$ cat src/rtl/fifo_rd_stream.sv
// rtl/fifo_rd_stream.sv - FIFO read-side consumer feeding a 2-entry valid/ready output buffer
// One read in flight at a time; error-flagged returns are dropped and counted.
module fifo_rd_stream #(
   parameter int WIDTH = 32,
   parameter int CNT_W = 16
) (
   input  logic             CLK,
   input  logic             nRST,
   input  logic             enable,
   input  logic             fifo_empty,
   input  logic [WIDTH-1:0] fifo_rd_data,
   input  logic             fifo_rd_err,
   output logic             fifo_rd_en,
   output logic             out_valid,
   output logic [WIDTH-1:0] out_data,
   input  logic             out_ready,
   output logic [CNT_W-1:0] deliver_cnt,
   output logic [CNT_W-1:0] drop_cnt
);

   typedef enum logic [1:0] {
      OCC_EMPTY = 2'd0,
      OCC_ONE   = 2'd1,
      OCC_TWO   = 2'd2
   } occ_t;

   localparam logic [CNT_W-1:0] CNT_ONE = CNT_W'(1);
   localparam logic [CNT_W-1:0] CNT_MAX = {CNT_W{1'b1}};

   occ_t             occ_q, occ_d;
   logic             rd_en_q, rd_en_d;
   logic             pend_q, pend_d;
   logic             ret_q;
   logic [WIDTH-1:0] head_q, head_d;
   logic [WIDTH-1:0] tail_q, tail_d;
   logic [CNT_W-1:0] dlv_q, dlv_d;
   logic [CNT_W-1:0] drop_q, drop_d;
   logic             push, pop, issue, overflow, drop_inc;

   always_ff @(posedge CLK or negedge nRST) begin
      if (!nRST) begin
         occ_q   <= OCC_EMPTY;
         rd_en_q <= 1'b0;
         pend_q  <= 1'b0;
         ret_q   <= 1'b0;
         head_q  <= '0;
         tail_q  <= '0;
         dlv_q   <= '0;
         drop_q  <= '0;
      end else begin
         occ_q   <= occ_d;
         rd_en_q <= rd_en_d;
         pend_q  <= pend_d;
         ret_q   <= rd_en_q;
         head_q  <= head_d;
         tail_q  <= tail_d;
         dlv_q   <= dlv_d;
         drop_q  <= drop_d;
      end
   end

   always_comb begin
      occ_d    = occ_q;
      head_d   = head_q;
      tail_d   = tail_q;
      overflow = 1'b0;
      pop      = (occ_q != OCC_EMPTY) && out_ready;
      push     = ret_q && !fifo_rd_err;
      // pend covers the request cycle and the return cycle
      issue    = enable && !fifo_empty && !pend_q && (occ_q != OCC_TWO);
      rd_en_d  = issue;
      pend_d   = issue || (pend_q && !ret_q);

      case (occ_q)
         OCC_EMPTY: begin
            if (push) begin
               head_d = fifo_rd_data;
               occ_d  = OCC_ONE;
            end
         end
         OCC_ONE: begin
            if (push && pop) begin
               head_d = fifo_rd_data;
            end else if (push) begin
               tail_d = fifo_rd_data;
               occ_d  = OCC_TWO;
            end else if (pop) begin
               occ_d  = OCC_EMPTY;
            end
         end
         OCC_TWO: begin
            if (pop) begin
               head_d = tail_q;
               if (push) begin
                  tail_d = fifo_rd_data;
               end else begin
                  occ_d  = OCC_ONE;
               end
            end else if (push) begin
               overflow = 1'b1;
            end
         end
         default: occ_d = OCC_EMPTY;
      endcase

      drop_inc = (ret_q && fifo_rd_err) || overflow;
      dlv_d    = (pop && (dlv_q != CNT_MAX)) ? dlv_q + CNT_ONE : dlv_q;
      drop_d   = (drop_inc && (drop_q != CNT_MAX)) ? drop_q + CNT_ONE : drop_q;
   end

   assign fifo_rd_en  = rd_en_q;
   assign out_valid   = (occ_q != OCC_EMPTY);
   assign out_data    = head_q;
   assign deliver_cnt = dlv_q;
   assign drop_cnt    = drop_q;

endmodule

$ cat config.mk
export PLATFORM = sky130hd
export DESIGN_NAME = fifo_rd_stream
export DESIGN_NICKNAME = d
export VERILOG_FILES = /design/src/rtl/fifo_rd_stream.sv
export SDC_FILE = /design/constraint.sdc
export NUM_CORES = 1
export LEC_CHECK = 0
export ABC_AREA = 1
export ABC_CLOCK_PERIOD_IN_PS = 1630
export CORE_UTILIZATION = 52
export CTS_CLUSTER_SIZE = 30
export DETAILED_ROUTE_END_ITERATION = 7
export PLACE_DENSITY = 0.78
export SETUP_SLACK_MARGIN = 0.1
export SKIP_LAST_GASP = 1
export SLEW_MARGIN = 20
export SYNTH_ARGS = -nofsm -noshare
export SYNTH_HDL_FRONTEND = slang
export SYNTH_SLANG_ARGS = --single-unit
$ cat constraint.sdc
create_clock -name CLK -period 1.63 [get_ports CLK]
set_input_delay 0.489 -clock CLK [delete_from_list [all_inputs] [get_ports CLK]]
set_output_delay 0.489 -clock CLK [all_outputs]
set_load 0.05 [all_outputs]
# After elaboration in Yosys (flattened, before gate mapping)
# Cells that the tools add are included.
totals:
  ff_bits: 101
  ramBits: 0
  wordCells: 62
  rom_bits: 0
  latchBits: 0
  in_bits: 38
  memories: 0
  output_inout_bits: 66
op_classes:
  n_eq_ne: 11
  order_cmp: 0
  shift: 0
  n_bitwise: 0
  div: 0
  addsub: 2
  n_mux: 18
  n_reduce_logical: 23
  n_mul: 0
ops:
  columns: ["cell", "n"]
  rows:
  - ["32-bit two-way mux", 6]
  - ["32-bit case mux with 3 select lines", 1]
  - ["32-bit case mux with 2 select lines", 1]
  - ["16-bit by 1-bit adder with 16-bit output (second input constant)", 2]
  - ["16-bit != test (second input constant)", 2]
  - ["2-bit two-way mux", 6]
  - ["2-bit != test (second input constant)", 6]
  - ["1-bit logical AND", 10]
  - ["2-bit case mux with 3 select lines", 1]
  - ["5-bit AND reduction", 1]
  - ["1-bit zero test", 4]
  - ["4-bit AND reduction", 1]
  - ["2-bit nonzero test", 2]
  - ["1-bit two-way mux", 3]
  - ["3-bit != test (second input constant)", 1]
  - ["3-bit AND reduction", 1]
  - ["3-bit nonzero test", 1]
  - ["2-bit by 1-bit == test with 1-bit output (second input constant)", 1]
  - ["2-bit == test (second input constant)", 1]
  - ["2-bit zero test", 1]
  - ["1-bit logical OR", 2]

# Depth between registers and ports, before layout
depth:
  word_depth: 7
  ltp_mapped: 10

# Worst setup path after synthesis
# Ideal clock, no wire load.
synth_path:
  kind: "reg2reg"
  from: "reg dlv_q[1], in the netlist deliver_cnt[1]"
  to: "reg dlv_q[6], in the netlist deliver_cnt[6]"
  arrival_ns: 1.766
  setup_slack_ns: -0.254
  synth_period_minus_slack_ns: 1.884
  required_ns: 1.512
  n_path_buf: 1
  path_stages_with_launch: 10
  setup_time_ns: 0.118
  cell_sequence: "dfrtp_1 > ha_1 > nand3_2 > inv_1 > nand2_1 > o21ai_0 > nand2_1 > buf_4 > nand2_1 > nand2_1"
synth_between:
  elab_chain_len: 2
synth_rtl:
  columns: ["element", "line_no", "source"]
  rows:
  - ["start, declared", "36", "logic [CNT_W-1:0] dlv_q, dlv_d;"]
  - ["start signal, assigned", "57", "dlv_q <= dlv_d;"]
  - ["branches (longest 2 deep; another with 16-bit by 1-bit adder with 16-bit output)", null, null]
# Several ways; the timed one is not identified.
# A chain may end at the register's enable or synchronous reset.

# Final worst setup path
layout_path:
  from: "reg occ_q[0]"
  to: "reg head_q[1], in the netlist out_data[1]"
layout_between:
  elab_chain_len: 5
layout_rtl:
  columns: ["element", "line_no", "source"]
  rows:
  - ["start, declared", "30", "occ_t occ_q, occ_d;"]
  - ["start signal, assigned", "42", "occ_q <= OCC_EMPTY;"]
  - ["start signal, assigned", "51", "occ_q <= occ_d;"]
  - ["2-bit nonzero test", "67", "pop = (occ_q != OCC_EMPTY) && out_ready;"]
  - ["1-bit logical AND", "67", null]
  - ["1-bit logical AND", "82", "if (push && pop) begin"]
  - ["2-bit != test (no source line)", null, null]
  - ["4-bit AND reduction (no source line)", null, null]
  - ["end signal, assigned", "46", "head_q <= '0;"]
  - ["end signal, assigned", "55", "head_q <= head_d;"]
  - ["end, declared", "34", "logic [WIDTH-1:0] head_q, head_d;"]
# Parallel ways exist; a longest one is shown, timed or not.

==> flow_metrics.tcl <==
set metrics [dict create \
    htree_levels 3 \
    fp-row-count 35 \
    rsz0062_at_grt "yes" \
    cp-start-kind "flip-flop" \
    vias_per_cell 5.58 \
    die_area_mm2 0.0101 \
    crit_buf_inv 5 \
    areaGrowthSynthToFinish_pct 59.4 \
    dr.pass1.iters 5 \
    placed_cells 895 \
    routedWlPerCell_um 17.3 \
    cts_root_buffer "clkbuf_8" \
    status "finished, violations left" \
    cts_tree "yes" \
    p_sw_frac 0.269 \
    clk-insertion-delay-late_ns 0.37 \
    power_frac_clock 0.347 \
    grt-ovfl-total 0 \
    yosys-top-cells-area "dfrtp_1 (50%), nand2_1 (19%), o21ai_0 (9.5%)" \
    start_util 0.541 \
    total_power_mw 4.87 \
    antenna_found_initial 0 \
    drtIter0Drc 484 \
    place_congestion 0.887 \
    synth_top_area_share 0.501 \
    ys_top_cells_by_count "nand2_1 (254), dfrtp_1 (101), o21ai_0 (96)" \
    yosys_warnings 0 \
    ys_ff_latch 101 \
    cp_max_fo 23 \
    die_y_um 100 \
    synth_fp_nets 710 \
    cts_sinks 101 \
    grt_pass1_vias 4984 \
    synth_cells 670 \
    end_kind "flip-flop" \
    fmax_mhz 582 \
    stdcell_area_mm2 0.00804 \
    hp-class "reg -> reg" \
    port_buffers 103 \
    p_sw_mw 1.31 \
    path_clk_slew_ns 0.10 \
    irDropWorstVdd_mv 0.537 \
    synth-seq-area-share 0.501 \
    synth_edf_count 0 \
    critical_path.cell_chain "buf_6 > nor2_4 > buf_4 > inv_6 > o21ai_4 > buf_12 > clkbuf_16 > nand2_1 > o21ai_0" \
    violations "setup timing" \
    syn_area_mm2 0.00504 \
    nets 861 \
    setup_viol 42 \
    routed-via-count 5332 \
    multi_input_area_mm2 0.00224 \
    worstRegToRegCells 9 \
    wl_um 16600 \
    fin_crit_sh 1.05 \
    ys_types 27 \
    combPwrFrac 0.119 \
    hpwl_um 9050 \
    arrival_ns 1.99 \
    fin_skew_ns 0.0135 \
    dpl-instance-area_mm2 0.00707 \
    grt_max_degree 46 \
    cpPeakStageDelay_ns 0.45 \
    required_ns 1.90 \
    fin_cells 955 \
    avgSynthCellArea_um2 7.53 \
    p_int_mw 3.56 \
    crit_type "reg -> reg" \
    leakage_nw 3.91 \
    finalSetupTns_ns -0.976 \
    yosysTopAreaCell "dfrtp_1" \
    crit_slowest_cell "dfrtp_2" \
    tightestPinTransition_ns 0.329 \
    dpl_worst_slack_ns -0.385 \
    hold-worst-slack_ns 0.491 \
    cts_made_buffers 9 \
    drv_slew 0 \
    timing.slew.headroom 0.780 \
    diodes 0 \
    drive_gt1_frac 0.271 \
    critPathTopFamily "buffers and inverters" \
    period_needed_ns 1.72 \
    max-cap-violations 0 \
    drcViolationCount 0 \
    final-seq-area_mm2 0.00256 \
    final_hold_viol_count 0 \
    ios 104 \
    min_path_cells 0 \
    p_seq_frac 0.534 \
    powerDensity_mw_per_mm2 605 \
    crit_cells 9 \
    ys.flop_type "dfrtp_1" \
    postRouteAntennaNets 0 \
    yosysMostFrequentCell "nand2_1" \
    finish.utilization 0.862 \
    setup_ws_ns -0.0888 \
    grt_pass1_wl_um 22500 \
    grtUsageTotal 0.285 \
    die_w_um 100 \
    cts_max_path_buffers 2 \
    core_mm2 0.00933 \
    num-fill-cells 479 \
    synthArstFlopShare 1.00 \
]
cell families (layout without fill, tap and decap cells):
logic type	Yosys count	after routing	share of synthesized area
simple gates	325	327	0.260
flops	101	101	0.501
xor+xnor	13	13	0.0226
fa+ha+maj	2	2	0.00496
buf+inv	118	272	0.0995
compound gates	111	111	0.112
power by group through the flow:
stage / clock [mW] / sequential, mW / combinational, mW
2_1_floorplan: 0 / 2.76 / 0.0661
3_3_place_gp: 0 / 2.64 / 0.557
3_5_place_dp: 0 / 2.64 / 0.568
4_1_cts: 1.69 / 2.60 / 0.573
5_1_grt: 1.79 / 2.60 / 0.612
6_report: 1.69 / 2.60 / 0.578
worst reg2reg max path: cells and delay by family, from the launching register on:
kind	cells	cell delay (ns)
AOI/OAI and AO/OA	2	0.28
buffers and inverters	5	0.70
DFF	1	0.45
and+or+nand+nor	2	0.20
cell type report:
| class | count | area share |
|---|---|---|
| repair buffers | 161 | 0.311 |
| clock inverters | 7 | 0.00996 |
| multi-input cells | 453 | 0.279 |
| well taps | 129 | 0.0201 |
| clock buffers | 9 | 0.0154 |
| flip-flops and latches | 101 | 0.319 |
| inverters | 94 | 0.0448 |
| repair inverters | 1 | 0.000934 |
path summary, 6_finish.rpt:
| check | startpoint | end | slack, ns |
|---|---|---|---|
| worst max-delay path | occ_q[0]$_DFFE_PN0P_ | out_data[1]$_DFFE_PN0P_ | -0.09 |
| worst min register to register | fifo_rd_en$_DFF_PN0_ | ret_q$_DFF_PN0_ | 0.49 |
| min in group asynchronous | nRST | deliver_cnt[4]$_DFFE_PN0P_ | 0.54 |
| max in group asynchronous | nRST | out_data[1]$_DFFE_PN0P_ | 0.59 |
| worst max register to register | occ_q[0]$_DFFE_PN0P_ | out_data[1]$_DFFE_PN0P_ | -0.09 |
| worst min-delay path | fifo_rd_en$_DFF_PN0_ | ret_q$_DFF_PN0_ | 0.49 |
registers in the layout, summed over array words and instances, names as in the netlist:
register and count:
deliver_cnt 16, drop_cnt 16, fifo_rd_en 1, occ_q 2
out_data 32, pend_q 1, ret_q 1, tail_q 32
what timing repair did:
action                                 4_1_cts  5_1_grt
gates cloned                                 3       12
endpoints found under the hold margin       15        0
gates resized for setup                     30       42
pin swaps                                    5       18
hold buffers                                 1        0
setup buffers                               19        9
setup endpoints to repair                   92      113
routing by layer:
layer	track usage	part of all wire	vias up
li1	-	-	2372
met4	0.104	0.029	0
met3	0.0569	0.077	57
met1	0.345	0.37	2575
met2	0.506	0.53	328
met5	0	0	-
cell usage in the layout, fill, tap and decap left out, types with 2 or more instances in the layout:
cell type / netlist / final
clkdlybuf4s50_1: 0 / 35
buf_6: 2 / 12
nor2_2: 4 / 5
nor2_1: 35 / 28
nand2_4: 0 / 9
inv_6: 0 / 3
dfrtp_2: 0 / 29
buf_12: 0 / 76
clkbuf_8: 0 / 9
ha_4: 0 / 2
nor2_4: 1 / 7
xor2_1: 8 / 8
inv_1: 90 / 87
clkinvlp_4: 0 / 2
xnor2_1: 5 / 5
nand3b_1: 2 / 2
o21ai_0: 96 / 87
inv_2: 4 / 5
o21ai_4: 0 / 2
buf_4: 8 / 25
nand2_1: 254 / 234
nand4_1: 9 / 9
nand3_1: 15 / 15
o21ai_1: 12 / 17
clkbuf_16: 0 / 9
nand2_2: 2 / 15
dfrtp_1: 101 / 72
o21ai_2: 1 / 3
Power figures use the tool's default switching activity.
